`src/rtl/decoder_pkg.sv`:
```
// Load/store size codes shared between the instruction decoder and the LSU.
package decoder_pkg;

  localparam logic [2:0] LDST_B  = 3'b000;
  localparam logic [2:0] LDST_H  = 3'b001;
  localparam logic [2:0] LDST_W  = 3'b010;
  localparam logic [2:0] LDST_BU = 3'b100;
  localparam logic [2:0] LDST_HU = 3'b101;

endpackage

```
`src/rtl/lsu_pkg.sv`:
```
// LSU state encoding, byte-enable bases and request-shaping helpers.
package lsu_pkg;

  import decoder_pkg::*;

  typedef enum logic [1:0] {IDLE, BUSY, DONE} lsu_state_t;

  localparam logic [3:0] BE_B = 4'b0001;
  localparam logic [3:0] BE_H = 4'b0011;
  localparam logic [3:0] BE_W = 4'b1111;

  function automatic logic is_byte(input logic [2:0] size);
    return (size == LDST_B) || (size == LDST_BU);
  endfunction

  function automatic logic is_half(input logic [2:0] size);
    return (size == LDST_H) || (size == LDST_HU);
  endfunction

  // Every size that is neither byte nor half is treated as a word access.
  function automatic logic [3:0] be_calc(input logic [2:0] size, input logic [1:0] addr_lo);
    logic [3:0] be;
    be = BE_W;
    if (is_byte(size))      be = BE_B << addr_lo;
    else if (is_half(size)) be = BE_H << {addr_lo[1], 1'b0};
    return be;
  endfunction

  function automatic logic [31:0] wd_calc(input logic [2:0] size, input logic [31:0] wd);
    logic [31:0] rep;
    rep = wd;
    if (is_byte(size))      rep = {4{wd[7:0]}};
    else if (is_half(size)) rep = {2{wd[15:0]}};
    return rep;
  endfunction

  function automatic logic is_misaligned(input logic [2:0] size, input logic [1:0] addr_lo);
    logic mis;
    mis = 1'b0;
    if (is_half(size))       mis = addr_lo[0];
    else if (!is_byte(size)) mis = (addr_lo != 2'b00);
    return mis;
  endfunction

endpackage

```
`src/rtl/lsu_rd_extend.sv`:
```
// Selects and sign/zero-extends load data; outputs zero while en_i is low.
module lsu_rd_extend
  import decoder_pkg::*;
(
  input  logic [31:0] rd_i,
  input  logic [2:0]  size_i,
  input  logic [1:0]  addr_lo_i,
  input  logic        en_i,
  output logic [31:0] data_o
);

  logic [7:0]  byte_sel;
  logic [15:0] half_sel;

  always_comb begin
    byte_sel = rd_i[7:0];
    case (addr_lo_i)
      2'b01:   byte_sel = rd_i[15:8];
      2'b10:   byte_sel = rd_i[23:16];
      2'b11:   byte_sel = rd_i[31:24];
      default: byte_sel = rd_i[7:0];
    endcase
    half_sel = addr_lo_i[1] ? rd_i[31:16] : rd_i[15:0];

    data_o = '0;
    if (en_i) begin
      case (size_i)
        LDST_B:  data_o = {{24{byte_sel[7]}}, byte_sel};
        LDST_BU: data_o = {24'h0, byte_sel};
        LDST_H:  data_o = {{16{half_sel[15]}}, half_sel};
        LDST_HU: data_o = {16'h0, half_sel};
        default: data_o = rd_i;
      endcase
    end
  end

endmodule

```
`src/rtl/riscv_lsu.sv`:
```
// Load/store unit: core request -> byte-enabled memory transaction, stalls until done.
// Optional LSU_MISALIGN_EXC_EN adds lsu_misalign_o and rejects misaligned H/W accesses.
module riscv_lsu
  import decoder_pkg::*;
  import lsu_pkg::*;
#(
  parameter int unsigned TIMEOUT_CYC = 0
) (
  input  logic        clk_i,
  input  logic        rst_ni,
  input  logic        core_req_i,
  input  logic        core_we_i,
  input  logic [2:0]  core_size_i,
  input  logic [31:0] core_addr_i,
  input  logic [31:0] core_wd_i,
  output logic [31:0] core_rd_o,
  output logic        core_stall_o,
  output logic        bus_err_o,
  output logic        mem_req_o,
  output logic        mem_we_o,
  output logic [3:0]  mem_be_o,
  output logic [31:0] mem_addr_o,
  output logic [31:0] mem_wd_o,
`ifdef LSU_MISALIGN_EXC_EN
  output logic        lsu_misalign_o,
`endif
  input  logic [31:0] mem_rd_i,
  input  logic        mem_ready_i
);

  lsu_state_t  state_q, state_d;
  logic [2:0]  size_q;
  logic [31:0] cnt_q;
  logic [31:0] rd_ext;
  logic        ext_en;
  logic        timeout;
  logic        misalign;

`ifdef LSU_MISALIGN_EXC_EN
  assign misalign = is_misaligned(core_size_i, core_addr_i[1:0]);
`else
  assign misalign = 1'b0;
`endif

  assign timeout      = (TIMEOUT_CYC != 0) && (cnt_q == TIMEOUT_CYC - 1);
  assign core_stall_o = core_req_i && (state_q != DONE);
  assign ext_en       = (state_q == BUSY) && mem_ready_i;

  // Extender doubles as the zero source for timeout and misalign completions.
  lsu_rd_extend u_rd_extend (
    .rd_i      (mem_rd_i),
    .size_i    (size_q),
    .addr_lo_i (mem_addr_o[1:0]),
    .en_i      (ext_en),
    .data_o    (rd_ext)
  );

  always_ff @(posedge clk_i or negedge rst_ni) begin
    if (!rst_ni) state_q <= IDLE;
    else         state_q <= state_d;
  end

  always_comb begin
    state_d = state_q;
    case (state_q)
      IDLE:    if (core_req_i) state_d = misalign ? DONE : BUSY;
      BUSY:    if (mem_ready_i || timeout) state_d = DONE;
      DONE:    state_d = IDLE;
      default: state_d = IDLE;
    endcase
  end

  always_ff @(posedge clk_i or negedge rst_ni) begin
    if (!rst_ni) begin
      core_rd_o      <= '0;
      bus_err_o      <= 1'b0;
      mem_req_o      <= 1'b0;
      mem_we_o       <= 1'b0;
      mem_be_o       <= '0;
      mem_addr_o     <= '0;
      mem_wd_o       <= '0;
      size_q         <= '0;
      cnt_q          <= '0;
`ifdef LSU_MISALIGN_EXC_EN
      lsu_misalign_o <= 1'b0;
`endif
    end else begin
      bus_err_o      <= 1'b0;
`ifdef LSU_MISALIGN_EXC_EN
      lsu_misalign_o <= 1'b0;
`endif
      case (state_q)
        IDLE: begin
          if (core_req_i) begin
            if (misalign) begin
              core_rd_o      <= rd_ext;
`ifdef LSU_MISALIGN_EXC_EN
              lsu_misalign_o <= 1'b1;
`endif
            end else begin
              mem_req_o  <= 1'b1;
              mem_we_o   <= core_we_i;
              mem_addr_o <= core_addr_i;
              mem_be_o   <= be_calc(core_size_i, core_addr_i[1:0]);
              mem_wd_o   <= wd_calc(core_size_i, core_wd_i);
              size_q     <= core_size_i;
            end
          end
        end
        BUSY: begin
          cnt_q <= cnt_q + 32'd1;
          // A ready in the timeout cycle still completes normally.
          if (mem_ready_i) begin
            mem_req_o <= 1'b0;
            mem_we_o  <= 1'b0;
            cnt_q     <= '0;
            if (!mem_we_o) core_rd_o <= rd_ext;
          end else if (timeout) begin
            mem_req_o <= 1'b0;
            mem_we_o  <= 1'b0;
            cnt_q     <= '0;
            core_rd_o <= rd_ext;
            bus_err_o <= 1'b1;
          end
        end
        default: ;
      endcase
    end
  end

endmodule

```
`config.mk`:
```
export PLATFORM = sky130hd
export DESIGN_NAME = riscv_lsu
export DESIGN_NICKNAME = d
export VERILOG_FILES = /design/src/rtl/decoder_pkg.sv /design/src/rtl/lsu_pkg.sv /design/src/rtl/lsu_rd_extend.sv /design/src/rtl/riscv_lsu.sv
export SDC_FILE = /design/constraint.sdc
export NUM_CORES = 1
export LEC_CHECK = 0
export CAP_MARGIN = 20
export CORE_ASPECT_RATIO = 2
export CORE_UTILIZATION = 43
export DETAILED_ROUTE_END_ITERATION = 7
export GPL_ROUTABILITY_DRIVEN = 0
export MAX_ROUTING_LAYER = met4
export PLACE_DENSITY_LB_ADDON = 0.2
export SETUP_SLACK_MARGIN = 0.4
export SYNTH_ARGS = -nofsm -noshare
export SYNTH_HDL_FRONTEND = slang
export SYNTH_SLANG_ARGS = --single-unit
```
`constraint.sdc`:
```
create_clock -name clk_i -period 1.7 [get_ports clk_i]
set_input_delay 0.425 -clock clk_i [delete_from_list [all_inputs] [get_ports clk_i]]
set_output_delay 0.425 -clock clk_i [all_outputs]
set_load 0.02 [all_outputs]
```
==> results of run 1 <==
## path summary, 6_finish.rpt
check | startpoint | endpoint | slack, ns | depth (start not counted)
worst min-delay path | rst_ni | core_rd_o[21] | -0.01 | 1
worst min register to register | mem_addr_o[14] | mem_addr_o[14] | 0.50 | 2
min in group clk_i | mem_addr_o[14] | mem_addr_o[14] | 0.50 | 2
worst max register to register | mem_addr_o[0] | core_rd_o[30] | 0.1 | 5
max in group asynchronous | rst_ni | mem_we_o | 1.12 | 2
worst max-delay path | mem_rd_i[7] | core_rd_o[30] | 0.1 | 6
## area by class of cell
cell class,instances,area (µm²)
Fill cell,560,1590
Multi-Input combinational cell,382,2730
Timing Repair Buffer,336,3790
Sequential cell,107,2680
Clock inverter,5,43.8
Tap cell,142,178
Inverter,9,33.8
Clock buffer,11,243
## state kept, by name, indices dropped and copies added, names as in the netlist
register / count
core_rd_o: 32
mem_addr_o: 32
mem_wd_o: 32
mem_be_o: 4
size_q: 3
state_q: 2
mem_req_o: 1
mem_we_o: 1
## cell usage after synthesis, drive strengths merged (3+ instances only)
cell and n:
or2 5, clkbuf 25, o221ai 4, nand2b 6, nand3b 25, nor3b 4, nand2 152, a21oi 36
mux2i 27, o221a 3, a31oi 3, nor3 3, nor2 31, buf 14, mux2 15, o21ai 56
dfrtp 107, inv 9
## power by group through the flow
stage          combinational (W)  sequential (W)  clock, W
2_1_floorplan            0.00189         0.00543         0
3_3_place_gp             0.00603         0.00422         0
3_5_place_dp             0.00614         0.00427         0
4_1_cts                  0.00759         0.00444   0.00208
5_1_grt                  0.00952         0.00462   0.00220
6_report                 0.00913         0.00453   0.00210
## routing by layer
| metal | up-vias | track usage |
|---|---|---|
| met1 | 2721 | 0.305 |
| met2 | 295 | 0.580 |
| met4 | 0 | 0.181 |
| li1 | 2422 | - |
| met5 | - | - |
| met3 | 96 | 0.0496 |
## cell families after synthesis
kind of cell	count (synthesis)	synth area share
and+or+nand+nor	230	0.207
AOI/OAI and AO/OA	108	0.120
DFF	107	0.538
buffers and inverters	48	0.0457
muxes	42	0.0889
other	1	0.000753
## repair_timing
action,4_1_cts,5_1_grt
gates cloned,12,6
buffers inserted,36,39
endpoints found under the setup margin,208,208
gates resized for setup,718,153
pin swaps,45,81
## per-stage QoR
| step | setup WS (ns) | cell area (µm²) |
|---|---|---|
| finish | 0.0964 | 9690 |
| global route | 0.0404 | 9690 |
| CTS | 0.0859 | 8750 |
| detailed placement | -0.407 | 7430 |
| global placement | -0.407 | 7430 |
| floorplan | 0.0647 | 5110 |
==> qor.yml, run 1 <==
yosys_warnings: 0
die_x_um: 78.1
rows: 55
synth_area_leader_cell: "dfrtp_1"
drt_first_pass_iters: 8
wl_met1_um: 6840
grt.overflow.total: 0
htree_num_levels: 3
p_per_area_nw_per_um2: 1630
syn_inst: 536
cts_buffer_depth: 2
drt_iter0_drc: 248
grt_max_degree: 34
portBuffers: 206
async_flop_share: 1.00
syn_area_per_cell_um2: 9.29
drive_gt1_frac: 0.484
route.met2.wl_um: 12200
cap_violations: 0
status: "finished with violations"
slowest_delay_ns: 0.44
post-route-util: 0.859
start_util: 0.441
crit_arrival_ns: 1.83
synthDistinctLibCells: 37
cp_data_required_time_ns: 1.93
fin_nets: 949
hold_ws_ns: -0.0138
grt_pass1_wl_um: 28000
switchingPower_w: 0.00628
synth_top_cell_area_share: 0.538
synth-seq-cells: 107
min_path_type: "input port to asynchronous set/reset pin"
cp_top_family: "buffers and inverters"
skew_ns: 0.0106
power.internal_w: 0.00947
path_class: "input port to register"
vdd_drop_max_v: 0.000953
seq_area_frac_synth: 0.538
rsz0062_at_grt: "true"
drc: 0
cts.sinks: 107
hpwl_um: 12100
slew_violations: 0
p_leak_nw: 4.59
area_growth_pct: 94.6
combPwrFrac: 0.579
cts_buffers: 9
path_max_fanout: 16
die_area_um2: 12000
maxUsedRoutingLayer: "met4"
routed_wl_um: 21600
ios: 208
period_needed_ns: 1.60
crit_chain: "clkdlybuf4s50_1, mux2_2, a222oi_1, o21ba_2, buf_12, nor2_1"
route.vias.total: 5534
final-hold-violation-count: 3
drtAntennaViolNets: 0
cts_hold_buf: 0
antenna_found_initial: 0
swShare: 0.399
synth_edf_count: 0
violations: "hold timing"
dp_cells: 883
layout_common_cells: "buf_6 (117), dfrtp_1 (104), clkdlybuf4s50_1 (98), buf_4 (78), nand2_1 (68)"
grt_pass1_vias: 5476
wl_per_cell_um: 21.8
power_w: 0.0158
core-area_um2: 11300
path_clk_slew_ns: 0.08
dr_wl_met3_um: 1170
path_buf_inv: 2
post-route-period-util: 0.943
vias_per_cell: 5.58
antennaDiodeCount: 0
clkPwrFrac: 0.133
slowest_stage: "clkdlybuf4s50_1"
clock_latency_ns: 0.36
synth.cell_area_um2: 4980
setup_viol: 0
cts_tree: "built"
pwr-share-seq: 0.287
end_kind: "register"
cts_root_buffer: "clkbuf_16"
track_usage: 0.316
critPathLaunchType: "input port"
synthTopCellsByArea: "dfrtp_1 (54%), nand2_1 (11%), o21ai_0 (5.5%)"
final_common_cell: "buf_6"
setup-tns-final_ns: 0
die_h_um: 154
synth_fp_nets: 640
fmax_ghz: 0.624
ys.flop_type: "dfrtp_1"
stdcell_count: 992
(Power assumes the default switching activity.)
==> inputs of run 2 (changes only) <==
Settings changed: CORE_MARGIN set to 10, CORE_UTILIZATION 43 to 40, CTS_BUF_LIST set to sky130_fd_sc_hd__clkbuf_8.
Clock period 1.7 ns to 1.35 ns, I/O delays scaled along.
==> run 2 against run 1 <==
Compared with the run above: the run ends with setup timing left; via count fell by 0.61%; combinational power up 30%; die area grew 46%; hold slack better by 0.38 ns; sequential power rose by 26%; final cell count grew 3.5%; final area rose by 3.2%; clock skew is 0.0052 ns higher; flip-flop and latch count did not move; critical path depth grew 3; highest routed layer unchanged.
==> qor.yml, run 2 (synthesized netlist as in run 1, its figures left out) <==
critPathMostFrequentCell: "buf_6"
drive_gt1_frac: 0.530  # +0.0460
cp_data_required_time_ns: 1.66  # -0.27 ns
multi_input_area_um2: 2830  # +3.7%
grt_max_degree: 32  # -5.9%
cp-startpoint: "state_q[0]"
core-area_um2: 12200  # +8.1%
end_kind: "register"
dpl_cell_area_um2: 7620  # +2.4%
antennaDiodeCount: 0  # unchanged
fin_nets: 979  # +3.2%
post-route-period-util: 1.25
track_usage: 0.237  # -0.0788
portBuffers: 206  # unchanged
slowest_stage: "dfrtp_1"
die_area_um2: 17600  # +46%
drt_iter0_drc: 214  # -14%
die_h_um: 178  # +15%
hpwl_um: 13900  # +15%
wl_per_cell_um: 22.5  # +3.3%
path_max_fanout: 5  # -11
rows: 57  # +3.6%
path_clk_slew_ns: 0.12  # +0.04 ns
status: "finished with violations"
preCtsSetupSlack_ns: -0.639  # -0.232 ns
fill_cells: 699  # +25%
setup-tns-final_ns: -28.30  # -28.30 ns
r2r-start: "state_q[0]"
cts_tree: "built"
final-hold-violation-count: 0  # -3
path_class: "register to register"
crit_chain: "buf_6, buf_6, nand2b_4, buf_6, nor2_4, buf_12, buf_8, buf_12, a22o_1"
rsz0062_at_grt: "true"
grt_pass1_wl_um: 31900  # +14%
slowest_delay_ns: 0.42  # -0.02 ns
finalInstanceArea_um2: 10000  # +3.2%
area_growth_pct: 101
clock_latency_ns: 0.39  # +0.03 ns
fmax_ghz: 0.594
min_path_type: "input port to asynchronous set/reset pin"
ios: 208  # unchanged
final_common_cell: "buf_6"
p_leak_nw: 4.73  # +3.0%
antenna_found_initial: 0  # unchanged
p_per_area_nw_per_um2: 1980  # +22%
crit_arrival_ns: 2.00  # +0.17 ns
top_regs: "core_rd_o (32), mem_addr_o (32), mem_wd_o (32)"
drc: 0  # unchanged
setup_slack_ns: -0.334  # -0.431 ns
power_w: 0.0198  # +25%
critPathLaunchType: "register"
skew_ns: 0.0158  # +0.00517 ns
route.vias.total: 5500  # -0.61%
grt.overflow.total: 0  # unchanged
cts_root_buffer: "clkbuf_8"
cts_buffers: 9  # unchanged
die_x_um: 98.9  # +27%
cap_violations: 0  # unchanged
cts_buffer_depth: 2  # unchanged
seq_area_um2: 2680  # about the same
cts.sinks: 107  # unchanged
setup_viol: 108  # +108
violations: "setup timing"
routed_wl_um: 23100  # +6.9%
drtAntennaViolNets: 0  # unchanged
period_needed_ns: 1.68
vdd_drop_max_v: 0.00132  # +39%
slew_violations: 0  # unchanged
layout_common_cells: "buf_6 (130), dfrtp_1 (102), clkdlybuf4s50_1 (102), buf_4 (89), nand2_2 (64)"
grt_pass1_vias: 5752  # +5.0%
drt_first_pass_iters: 4  # -4
start_util: 0.408  # -0.0329
vias_per_cell: 5.36  # -4.0%
htree_num_levels: 3  # unchanged
[run 2: cell type report]
type / count / share of cell area
multi-input cells: 384 / 0.283
clock buffers: 9 / 0.0124
inverters: 9 / 0.00338
clock inverters: 7 / 0.00813
well taps: 147 / 0.0184
flip-flops and latches: 107 / 0.268
repair buffers: 364 / 0.407
[run 2: critical path, delay by kind of cell, from the launching register on]
family / cells / cell delay, ns
flops: 1 / 0.42
buf+inv: 6 / 0.73
simple gates: 2 / 0.30
compound gates: 1 / 0.14
[run 2: worst paths after layout]
check	to	slack [ns]	cells after the start
min in group clk_i	mem_addr_o[3]	0.47	3
max reg2reg	mem_we_o	-0.33	9
min	core_rd_o[5]	0.36	2
max in group asynchronous	mem_we_o	0.50	3
min reg2reg	mem_addr_o[29]	0.51	2
max	mem_we_o	-0.33	9
[run 2: repair_timing]
| action | in CTS | in global routing |
|---|---|---|
| hold buffers | 1 | 0 |
| setup buffers | 35 | 46 |
| pin swaps | 64 | 76 |
| cloned | 17 | 4 |
| gates resized for setup | 722 | 143 |
| setup endpoints to repair | 210 | 234 |
| endpoints found under the hold margin | 17 | 0 |
[run 2: metal layers]
metal  vias up  global-route usage  share of wire
met3        91              0.0584          0.064
met5         -                   -              0
met4         0               0.128          0.059
met2       251               0.424           0.55
li1       2481                   -              -
met1      2677               0.226           0.33
[run 2: report_power, final]
part	internal [W]	switching, W
Clock	0.000892	0.00122
Combinational	0.00632	0.00563
Sequential	0.00453	0.00117
Total	0.0117	0.00801
[run 2: metrics by stage]
step / std cells / hold slack [ns] / utilization
4_1_cts: 977 / 0.382 / 0.744
5_1_grt: 1027 / 0.367 / 0.820
6_report: 1027 / 0.364 / 0.820
2_1_floorplan: 536 / 0.0419 / -
3_5_place_dp: 908 / 0.264 / 0.625
3_3_place_gp: 908 / 0.262 / 0.625
==> inputs of run 3 (changes only) <==
Settings changed: ABC_AREA set to 1, MAX_ROUTING_LAYER met4 to not set.
==> run 3 against run 2 <==
Compared with the run above: the flow still finishes with violations (setup timing); flip-flop and latch count did not move; synthesized cell count rose by 18%; largest cell class unchanged; largest power group unchanged; area after synthesis rose by 0.18%; critical path depth fell by 7; first-iteration DRC count fell by 18%; register-to-register slack improved by 0.24 ns; global-route usage fell by 2.2 points; worst setup slack improved by 0.22 ns; total power fell by 4.5%; non-clock buffer count fell by 26.
==> qor.yml, run 3 <==
synth-seq-cells: 107  # unchanged
critPathLaunchType: "register"
core-area_um2: 12200  # unchanged
grt.overflow.total: 0  # unchanged
cts_buffer_depth: 2  # unchanged
setup_slack_ns: -0.117  # +0.218 ns
crit_arrival_ns: 1.13  # -0.87 ns
p_leak_nw: 4.54  # -4.0%
synthSimpleGateAreaFrac: 0.328  # +0.121
antenna_found_initial: 0  # unchanged
top_regs: "core_rd_o (32), mem_addr_o (32), mem_wd_o (32)"
synth_xor_area_frac: 0  # unchanged
synth.most_common_cell: "nand2_1"
synth_area_leader_cell: "dfrtp_1"
cts.sinks: 107  # unchanged
drive_gt1_frac: 0.357  # -0.172
grt_max_degree: 32  # unchanged
start_util: 0.409  # +0.000718
vdd_drop_max_v: 0.00121  # -8.7%
seq_area_frac_synth: 0.537  # -0.000944
drtAntennaViolNets: 0  # unchanged
status: "finished with violations"
cts_buffers: 9  # unchanged
die_area_um2: 17600  # +0.15%
async_flop_share: 1.00  # unchanged
use_met1: 0.206  # -0.0195
synth_edf_count: 0  # unchanged
area_growth_pct: 80.4
slew_violations: 0  # unchanged
die_x_um: 99.0  # about the same
fmax_ghz: 0.682  # +15%
grt_pass1_vias: 5857  # +1.8%
synthTopCellsByArea: "dfrtp_1 (54%), nand2_1 (20%), nand3_1 (4.4%)"
wl_per_cell_um: 18.1  # -20%
drc: 0  # unchanged
drt_iter0_drc: 175  # -18%
setup_viol: 55  # -49%
dp_cells: 1017  # +12%
grt_pass1_wl_um: 30600  # -4.2%
layout_common_cells: "nand2_1 (260), buf_6 (115), dfrtp_1 (104), clkdlybuf4s50_1 (101), buf_4 (101)"
die_h_um: 178  # about the same
stdcell_count: 1101  # +7.2%
hpwl_um: 14300  # +3.1%
top_usage_layer: "met2"
routed_wl_um: 19900  # -14%
setup-tns-final_ns: -2.53  # +25.77 ns
track_usage: 0.215  # -0.0216
synth-compound-area-share: 0.0750  # -0.0454
use_met3: 0.0713  # +0.0129
rsz0062_at_grt: "true"
ios: 208  # unchanged
path_max_fanout: 4  # -1
cp_data_required_time_ns: 1.01  # -0.65 ns
synth_fp_nets: 734  # +15%
period_needed_ns: 1.47  # -0.218 ns
ys.flop_type: "dfrtp_1"
cap_violations: 0  # unchanged
drt_first_pass_iters: 5  # +1
synth.cell_area_um2: 4990  # +0.18%
yosys-top-cells-count: "nand2_1 (269), dfrtp_1 (107), nor2_1 (54)"
fill_cells: 916  # +31%
synth_adder_area_share: 0  # unchanged
p_per_area_nw_per_um2: 2100  # +6.1%
violations: "setup timing"
fin_nets: 1053  # +7.6%
path_class: "register to primary output"
synth_top_family_by_area: "simple AND/OR/NAND/NOR gates"
skew_ns: 0.0195  # +0.00373 ns
synth.area.mux_share: 0  # -0.0889
min_path_type: "input port to asynchronous set/reset pin"
vias_per_cell: 5.04  # -5.9%
final_common_cell: "nand2_1"
route.vias.total: 5549  # +0.89%
antennaDiodeCount: 0  # unchanged
yosys_warnings: 0  # unchanged
syn_area_per_cell_um2: 7.92  # -15%
synthDistinctLibCells: 32  # -14%
preCtsSetupSlack_ns: -0.584  # +0.0557 ns
htree_num_levels: 3  # unchanged
rows: 57  # unchanged
synth_top_cell_area_share: 0.537  # -0.000944
met2_usage: 0.395  # -0.0294
clock_latency_ns: 0.38  # about the same
portBuffers: 206  # unchanged
end_kind: "primary output"
final-hold-violation-count: 0  # unchanged
cts_tree: "built"
cts_root_buffer: "clkbuf_8"
path_clk_slew_ns: 0.10  # -0.02 ns
syn_inst: 630  # +18%
post-route-period-util: 1.09  # -0.161
power_w: 0.0189  # -4.5%
-- run 3: stage by stage --
| stage | area, µm² | utilization | hold slack (ns) |
|---|---|---|---|
| floorplan | 5170 | - | 0.0419 |
| global placement | 7750 | 0.635 | 0.275 |
| detailed placement | 7750 | 0.635 | 0.276 |
| CTS | 8540 | 0.700 | 0.409 |
| global route | 9000 | 0.738 | 0.379 |
| finish | 9000 | 0.738 | 0.387 |
-- run 3: what timing repair did --
| action | CTS | global route |
|---|---|---|
| setup buffers | 30 | 30 |
| gates resized for setup | 643 | 43 |
| pin swaps | 3 | 14 |
| endpoints found under the hold margin | 17 | 0 |
| hold buffers | 1 | 0 |
| endpoints found under the setup margin | 210 | 225 |
| gates cloned | 4 | 3 |
-- run 3: power breakdown --
group | leakage (nW) | internal [W] | total, W | switching [W]
clock | 0.0942 | 0.000688 | 0.00188 | 0.00119
sequential | 1.30 | 0.00455 | 0.00565 | 0.00110
combinational | 3.14 | 0.00557 | 0.0113 | 0.00576
-- run 3: logic make-up after synthesis --
family | Yosys count
AND/OR/NAND/NOR | 391
other | 1
AO/OA/AOI/OAI | 71
flip-flops | 107
buffers and inverters | 60
-- run 3: metal layers --
metal  up-vias  routed length [µm]
met4         0                 839
met3        57                1460
met1      2630                6540
li1       2621                   -
met2       241               11100
met5         -                   0
-- run 3: final cells by class --
type	instances	area, µm²	share of cell area
timing repair buffer	338	3500	0.389
sequential	107	2680	0.298
multi-input combinational	464	2320	0.258
tap	147	184	0.0204
inverter	29	131	0.0146
clock buffer	9	124	0.0138
clock inverter	7	50.0	0.00556
-- run 3: path summary, 6_finish.rpt --
kind	slack, ns	cells past startpoint	endpoint	from
max in group asynchronous	0.49	3	core_rd_o[3]	rst_ni
max	-0.12	2	core_stall_o	state_q[1]
min reg2reg	0.51	2	mem_wd_o[4]	mem_wd_o[4]
min	0.39	2	core_rd_o[5]	rst_ni
min in group clk_i	0.48	3	mem_addr_o[13]	core_addr_i[13]
max reg2reg	-0.09	10	core_rd_o[7]	state_q[0]
-- run 3: critical path, stage by stage, from the launching register on --
cell and delay (ns):
dfrtp_2 0.49, a21oi_4 0.14, buf_6 0.13
